===== src/rtl/controller_device.sv =====
`default_nettype none
// ============================================================================
// Module  : controller_device
// Brief   : PSX pad responder. Replies FF,ID,5A,B3,B4[,axes] on DATA and pulses
//           ACK after every non-final byte. Define CONTROLLER_DEVICE_ANALOG_EN
//           for the 9-byte analog reply (ID 0x73); default is digital (ID 0x41).
// Revision: 1.0 - initial release
// ============================================================================
module controller_device #(
    parameter int ACK_DELAY = 8,
    parameter int ACK_WIDTH = 4
) (
    input  logic       clk,
    input  logic       rst,
    input  logic       ATT,
    input  logic       COMMAND,
    input  logic       c_clk,
    output logic       DATA,
    output logic       ACK,
    input  logic       SLCT,
    input  logic       STRT,
    input  logic       UP,
    input  logic       DOWN,
    input  logic       RGHT,
    input  logic       LEFT,
    input  logic       L1,
    input  logic       L2,
    input  logic       R1,
    input  logic       R2,
    input  logic       TRI,
    input  logic       SQU,
    input  logic       XXX,
    input  logic       CIR,
    input  logic       LJOY,
    input  logic       RJOY,
    input  logic [7:0] RJOY_X,
    input  logic [7:0] RJOY_Y,
    input  logic [7:0] LJOY_X,
    input  logic [7:0] LJOY_Y,
    output logic       polled
);

`ifdef CONTROLLER_DEVICE_ANALOG_EN
    localparam logic [7:0] c_PAD_ID    = 8'h73;
    localparam logic [3:0] c_LAST_BYTE = 4'd8;
`else
    localparam logic [7:0] c_PAD_ID    = 8'h41;
    localparam logic [3:0] c_LAST_BYTE = 4'd4;
`endif

    localparam logic [2:0] c_ST_IDLE      = 3'd0;
    localparam logic [2:0] c_ST_SHIFT     = 3'd1;
    localparam logic [2:0] c_ST_ACK_WAIT  = 3'd2;
    localparam logic [2:0] c_ST_ACK_PULSE = 3'd3;
    localparam logic [2:0] c_ST_DONE      = 3'd4;

    localparam logic [15:0] c_DELAY_LAST = 16'(ACK_DELAY - 1);
    localparam logic [15:0] c_WIDTH_LAST = 16'(ACK_WIDTH - 1);

    logic       r_att_s1, r_att_s2;
    logic       r_cmd_s1, r_cmd_s2;
    logic       r_cclk_s1, r_cclk_s2, r_cclk_d;
    logic [2:0] r_state;
    logic [3:0] r_byte_idx;
    logic [3:0] r_bit_cnt;
    logic [7:0] r_tx;
    logic [7:0] r_rx;
    logic [15:0] r_cnt;
    logic       r_data, r_ack, r_polled;
    logic [7:0] r_snap_b3, r_snap_b4;
    logic [7:0] r_snap_rx, r_snap_ry, r_snap_lx, r_snap_ly;

    logic       w_rise, w_fall;
    logic [7:0] w_rx_next;
    logic [3:0] w_next_idx;
    logic [7:0] w_next_byte;
    logic       w_hdr_bad;

    // Host pins are asynchronous; idle levels on reset avoid phantom edges.
    always_ff @(posedge clk) begin
        if (rst) begin
            r_att_s1  <= 1'b1;
            r_att_s2  <= 1'b1;
            r_cmd_s1  <= 1'b0;
            r_cmd_s2  <= 1'b0;
            r_cclk_s1 <= 1'b1;
            r_cclk_s2 <= 1'b1;
            r_cclk_d  <= 1'b1;
        end else begin
            r_att_s1  <= ATT;
            r_att_s2  <= r_att_s1;
            r_cmd_s1  <= COMMAND;
            r_cmd_s2  <= r_cmd_s1;
            r_cclk_s1 <= c_clk;
            r_cclk_s2 <= r_cclk_s1;
            r_cclk_d  <= r_cclk_s2;
        end
    end

    always_comb begin
        w_rise     = r_cclk_s2 & ~r_cclk_d;
        w_fall     = ~r_cclk_s2 & r_cclk_d;
        w_rx_next  = {r_cmd_s2, r_rx[7:1]};
        w_next_idx = r_byte_idx + 4'd1;
        w_hdr_bad  = ((r_byte_idx == 4'd0) && (w_rx_next != 8'h01)) ||
                     ((r_byte_idx == 4'd1) && (w_rx_next != 8'h42));
        case (w_next_idx)
            4'd1:    w_next_byte = c_PAD_ID;
            4'd2:    w_next_byte = 8'h5A;
            4'd3:    w_next_byte = r_snap_b3;
            4'd4:    w_next_byte = r_snap_b4;
            4'd5:    w_next_byte = r_snap_rx;
            4'd6:    w_next_byte = r_snap_ry;
            4'd7:    w_next_byte = r_snap_lx;
            4'd8:    w_next_byte = r_snap_ly;
            default: w_next_byte = 8'hFF;
        endcase
    end

    always_ff @(posedge clk) begin
        if (rst) begin
            r_state    <= c_ST_IDLE;
            r_byte_idx <= 4'd0;
            r_bit_cnt  <= 4'd0;
            r_tx       <= 8'h00;
            r_rx       <= 8'h00;
            r_cnt      <= 16'd0;
            r_data     <= 1'b1;
            r_ack      <= 1'b1;
            r_polled   <= 1'b0;
            r_snap_b3  <= 8'h00;
            r_snap_b4  <= 8'h00;
            r_snap_rx  <= 8'h00;
            r_snap_ry  <= 8'h00;
            r_snap_lx  <= 8'h00;
            r_snap_ly  <= 8'h00;
        end else begin
            r_polled <= 1'b0;
            if (r_att_s2) begin
                // Deselect aborts everything, whatever else happens this cycle.
                r_state    <= c_ST_IDLE;
                r_data     <= 1'b1;
                r_ack      <= 1'b1;
                r_cnt      <= 16'd0;
                r_byte_idx <= 4'd0;
                r_bit_cnt  <= 4'd0;
            end else begin
                case (r_state)
                    c_ST_IDLE: begin
                        r_snap_b3  <= ~{LEFT, DOWN, RGHT, UP, STRT, RJOY, LJOY, SLCT};
                        r_snap_b4  <= ~{SQU, XXX, CIR, TRI, R1, L1, R2, L2};
                        r_snap_rx  <= RJOY_X;
                        r_snap_ry  <= RJOY_Y;
                        r_snap_lx  <= LJOY_X;
                        r_snap_ly  <= LJOY_Y;
                        r_tx       <= 8'hFF;
                        r_data     <= 1'b1;
                        r_byte_idx <= 4'd0;
                        r_bit_cnt  <= 4'd0;
                        r_rx       <= 8'h00;
                        r_state    <= c_ST_SHIFT;
                    end
                    c_ST_SHIFT, c_ST_ACK_PULSE: begin
                        if (r_state == c_ST_ACK_PULSE) begin
                            if (r_cnt == c_WIDTH_LAST) begin
                                r_ack   <= 1'b1;
                                r_cnt   <= 16'd0;
                                r_state <= c_ST_SHIFT;
                            end else begin
                                r_cnt <= r_cnt + 16'd1;
                            end
                        end
                        if (w_fall && !r_bit_cnt[3])
                            r_data <= r_tx[r_bit_cnt[2:0]];
                        if (w_rise && !r_bit_cnt[3]) begin
                            r_rx      <= w_rx_next;
                            r_bit_cnt <= r_bit_cnt + 4'd1;
                            if (r_bit_cnt == 4'd7) begin
                                r_ack <= 1'b1;
                                r_cnt <= 16'd0;
                                if (w_hdr_bad) begin
                                    r_data  <= 1'b1;
                                    r_state <= c_ST_DONE;
                                end else if (r_byte_idx == c_LAST_BYTE) begin
                                    r_data   <= 1'b1;
                                    r_polled <= 1'b1;
                                    r_state  <= c_ST_DONE;
                                end else begin
                                    r_state <= c_ST_ACK_WAIT;
                                end
                            end
                        end
                    end
                    c_ST_ACK_WAIT: begin
                        if (r_cnt == c_DELAY_LAST) begin
                            r_ack      <= 1'b0;
                            r_tx       <= w_next_byte;
                            r_data     <= w_next_byte[0];
                            r_byte_idx <= w_next_idx;
                            r_bit_cnt  <= 4'd0;
                            r_cnt      <= 16'd0;
                            r_state    <= c_ST_ACK_PULSE;
                        end else begin
                            r_cnt <= r_cnt + 16'd1;
                        end
                    end
                    c_ST_DONE: begin
                        r_data <= 1'b1;
                        r_ack  <= 1'b1;
                    end
                    default: r_state <= c_ST_IDLE;
                endcase
            end
        end
    end

    assign DATA   = r_data;
    assign ACK    = r_ack;
    assign polled = r_polled;

endmodule
`default_nettype wire


===== config.mk =====
export PLATFORM = sky130hd
export DESIGN_NAME = controller_device
export DESIGN_NICKNAME = d
export VERILOG_FILES = /design/src/rtl/controller_device.sv
export SDC_FILE = /design/constraint.sdc
export NUM_CORES = 1
export LEC_CHECK = 0
export ABC_AREA = 0
export BUFFER_PORTS_ARGS = -buffer_cell sky130_fd_sc_hd__buf_2
export CAP_MARGIN = 20
export CORE_ASPECT_RATIO = 0.6
export CORE_MARGIN = 5
export CORE_UTILIZATION = 30
export DETAILED_ROUTE_END_ITERATION = 8
export PLACE_DENSITY = 0.44
export SYNTH_ARGS = -nofsm -noshare
export SYNTH_HDL_FRONTEND = slang
export SYNTH_SLANG_ARGS = --single-unit

===== constraint.sdc =====
create_clock -name clk -period 2.5 [get_ports clk]
set_input_delay 0.25 -clock clk [delete_from_list [all_inputs] [get_ports clk]]
set_output_delay 0.25 -clock clk [all_outputs]
set_load 0.02 [all_outputs]

# After elaboration in Yosys (flattened, before gate mapping)
# Index checks and enable logic that the tools add are counted.
dict set report totals {
  output_inout_bits 3
  register_bits 101
}
dict set report classes {
  mux 40
  n_bitwise 11
  eq_ne 21
  n_reduce_logical 26
  addsub 3
  n_lt_le_gt_ge 1
}
# op count
set op_table {}
lappend op_table {{2-to-1 mux 16 bit} 5}
lappend op_table {{case mux 8 bit (8 select lines)} 1}
lappend op_table {{case mux 16 bit (2 select lines)} 1}
lappend op_table {{case mux 8 bit (2 select lines)} 2}
lappend op_table {{equality test 4 x 3 -> 1 bit (second input constant)} 6}
lappend op_table {{2-to-1 mux 3 bit} 7}
lappend op_table {{adder 16 x 1 -> 16 bit (second input constant)} 1}
lappend op_table {{equality test 16 x 2 -> 1 bit (second input constant)} 1}
lappend op_table {{equality test 16 x 3 -> 1 bit (second input constant)} 1}
lappend op_table {{2-to-1 mux 8 bit} 2}
lappend op_table {{NOT 8 bit} 2}
lappend op_table {{2-to-1 mux 1 bit} 13}
lappend op_table {{2-to-1 mux 4 bit} 3}
lappend op_table {{case mux 3 bit (4 select lines)} 1}
lappend op_table {{case mux 4 bit (3 select lines)} 1}
lappend op_table {{AND reduction 2 bit} 5}
lappend op_table {{AND reduction 3 bit} 3}
lappend op_table {{nonzero test 3 bit} 3}
lappend op_table {{adder 4 x 1 -> 4 bit (second input constant)} 2}
lappend op_table {{equality test 4 x 1 -> 1 bit (second input constant)} 2}
lappend op_table {{equality test 4 x 2 -> 1 bit (second input constant)} 2}
lappend op_table {{inequality test 8 x 1 -> 1 bit (second input constant)} 1}
lappend op_table {{inequality test 8 x 7 -> 1 bit (second input constant)} 1}
lappend op_table {{case mux 4 bit (2 select lines)} 1}
lappend op_table {{18 further kinds} 35}

# Longest topological paths before layout
dict set report depth {
  depth_word 9
  depth_mapped 9
}

# Least setup slack after synthesis
# No wires, ideal clock.
dict set report synth_path {
  path_type {reg-to-reg}
  startpoint {register r_byte_idx[0]}
  endpoint {register r_tx[0]}
  t_required_ns 2.420
  path_slack_ns 0.357
  setup_time_ns 0.080
  arrival_ns 2.064
  stages_incl_launch_ff 9
  cell_sequence {dfxtp_1 -> inv_1 -> ha_1 -> nor3_1 -> a21oi_1 -> a2111oi_0 -> a21oi_1 -> and4bb_1 -> a211oi_2}
}
dict set report synth_via {
  elab_chain_cells 5
}
# element line_no
set synth_rtl {}
lappend synth_rtl {{start, declared} 64} ;# logic [3:0] r_byte_idx;
lappend synth_rtl {{start signal, assigned} 199} ;# r_byte_idx <= w_next_idx;
lappend synth_rtl {{adder 4 x 1 -> 4 bit *} 104} ;# w_next_idx = r_byte_idx + 4'd1;
lappend synth_rtl {{equality test 4 bit (tied with other cells)} 107} ;# case (w_next_idx)
lappend synth_rtl {{case mux 8 bit (8 select lines) *} 107}
lappend synth_rtl {{2-to-1 mux 8 bit *} 195} ;# if (r_cnt == c_DELAY_LAST) begin
lappend synth_rtl {{case mux 8 bit (2 select lines) *} 148} ;# case (r_state)
lappend synth_rtl {{end signal, assigned} 197} ;# r_tx <= w_next_byte;
lappend synth_rtl {{end, declared} 66} ;# logic [7:0] r_tx;
# Every way passes the cells marked *; elsewhere a longest branch is shown, timed or not. The select of a mux whose other input is x is not followed.
# A chain may end at the register's enable or synchronous reset.

# Worst setup path after layout
dict set report layout_path {
  startpoint {register r_byte_idx[1]}
  endpoint {register r_tx[0]}
}
# The elaborated chain is that of the path after synthesis.

==> out/results.ini <==
[synth]
synth_compound_area_share_pct = 25.6
synthTopCellsByCount = dfxtp_1, nand2_1, a21oi_1
avgSynthCellArea_um2 = 8.20
post-synth-top-count-cell = dfxtp_1
ys_seq_area_share_pct = 41.0
synthSimpleGateAreaFrac_pct = 24.6
synth_mux_area_share_pct = 1.77
netlist_area_um2 = 4880
synth_top_area_cell = dfxtp_1
synth_xor_area_share_pct = 0.898
synth.top_cell.area_share_pct = 41.0
synth-edff-count = 0
yosys_warnings = 0
synth_top_family_by_area = compound AO/OA/AOI/OAI gates
synth_cell_types = 66
syn_inst = 595
ys_async_sr_fraction_pct = 0
synthAdderAreaFrac_pct = 2.05
ys_ff_latch = 100
synth_fp_nets = 656
synth_area_leaders = dfxtp_1, a21oi_1, nand2_1, nor2_1, a211oi_1
ys.flop_type = dfxtp_1

[placed_design]
io_buffers = 55
gp_congestion = 0.840
dp_hpwl_um = 10400
place_ws_ns = 0.112
post_dp_cell_area_um2 = 5440
dp.cells = 843

[cells_and_area]
nets = 706
syn_to_final_growth_pct = 17.8
final.fill_count = 1674
layoutNonFillerInstCount = 859
finalCoreUtilization_pct = 35.7
n_antenna_cell = 0
drive_gt1_share_pct = 19.8
design_area_um2 = 5750

[status]
status = finished clean

[clock_network]
tritoncts = done
root_buffer = clkbuf_16
cts_sinks = 100
cts_hold_buf = 0
htreeDepth = 3
clk_pin_slew_ns = 0.08
numCtsBuffers = 9
clk_path_buf_depth = 2
clk_latency_ns = 0.35

[job]
maxCapViolCount = 0

[sta]
slew_violations = 0
hold_viol_final = 0
timing.hold.ws_ns = 0.0606
post-route-period-util_pct = 93.2
maxSlewHeadroom_pct = 58.6
fmax_mhz = 429
setup_viol = 0
fin_tns_setup_ns = 0
skew_ns = 0.0135
layout_min_cycle_time_ns = 2.33
tightest_slew_ns = 0.622
finalWorstSetupSlack_ns = 0.169

[power_and_ir_drop]
fin_total_pwr_mw = 3.27
peakVddDrop_mv = 0.274
power_leakage_nw = 2.00
powerDensity_nw_per_um2 = 569

[floorplan]
io_pins = 56
core-area_um2 = 16100
die_w_um = 175
fp.dieH_um = 109
dieArea_um2 = 19000
num_rows = 36
initial_utilization_pct = 30.3

[critical_path]
start_kind = flip-flop
r2r_setup_slack_ns = 0.17
worstSetupEndpointType = flip-flop
cp_max_fo = 9
reg2reg_from = r_byte_idx[1]$_SDFFE_PP0P_
crit_required_ns = 2.78
startpoint = r_byte_idx[1]$_SDFFE_PP0P_
critPathKind = flip-flop to flip-flop
cp_data_arrival_time_ns = 2.61

[routing]
routed_wl_um = 13900
wl_per_cell_um = 16.2
drc = 0
first_pass_iters = 5
vias = 4470
ant_nets = 0
drt_iter0_markers = 306
via_per_inst = 5.20

[min_path]
hold_path_class = input port to flip-flop
hp-start = RGHT

[global_route]
grt_usage_pct = 14.9
antenna_found_initial = 0
grt_pass1_wl_um = 22600
grt_pass1_vias = 4199
grt_max_degree = 65
overflow = 0

-- final timing paths --
check / end / depth (start not counted)
max: r_tx[0]$_SDFFE_PP0P_ / 8
min: r_snap_b3[5]$_SDFFE_PP0P_ / 2
max reg2reg: r_tx[0]$_SDFFE_PP0P_ / 8
min reg2reg: r_cclk_s2$_SDFF_PP1_ / 1
-- sequential cells by signal, summed over array words and instances, names as in the netlist, 3 cells and up --
name / cells
r_snap_ry: 8
r_snap_b4: 8
r_snap_lx: 8
r_snap_rx: 8
r_rx: 7
r_snap_b3: 8
r_byte_idx: 4
r_state: 3
r_snap_ly: 8
r_tx: 8
r_cnt: 16
r_bit_cnt: 4
-- cell families after synthesis --
| group | count (synthesis) |
|---|---|
| simple gates | 240 |
| compound gates | 188 |
| flops | 100 |
| buf+inv | 48 |
| fa+ha+maj | 8 |
| mux | 6 |
| xor+xnor | 5 |
-- where the power goes --
part / switching [mW] / internal [mW]
clock network: 0.715 / 0.715
registers: 0.0300 / 1.63
logic: 0.0964 / 0.0798
-- final cells by class --
class / count / area, um^2 / area share (%)
Tap cell: 209 / 262 / 4.55
Clock inverter: 7 / 80.1 / 1.39
Sequential cell: 100 / 2000 / 34.8
Multi-Input combinational cell: 447 / 2690 / 46.7
Clock buffer: 9 / 225 / 3.92
Timing Repair Buffer: 78 / 460 / 8.01
Inverter: 9 / 33.8 / 0.588
-- placed cells by master, fill, tap and decap left out, drive strengths merged, types with 13 or more instances in the layout --
cell type,instances
a211oi,28
a21oi,77
a22oi,13
buf,78
dfxtp,100
inv,13
nand2,98
nand3,23
nor2,59
o21ai,19
-- critical path: stages (launching register included) --
cell and delay (ns):
dfxtp_1 0.51, inv_1 0.16, ha_1 0.23, nor3_2 0.27, a21oi_1 0.08, a2111oi_0 0.40, a21oi_1 0.15, and4bb_1 0.27
a211oi_2 0.21
-- layer usage --
layer	up-vias	wire, um	global-route usage (%)
met1	2105	7730	23.5
met5	-	0	0
li1	2245	-	-
met4	0	119	3.08
met3	8	805	3.60
met2	112	5290	20.0
-- repair_timing --
| item | in CTS | in global routing |
|---|---|---|
| resized for setup | 0 | 2 |
| endpoints found under the setup margin | 0 | 6 |
| buffers inserted | 0 | 0 |
Note: power is estimated with default switching activity, not from simulation.
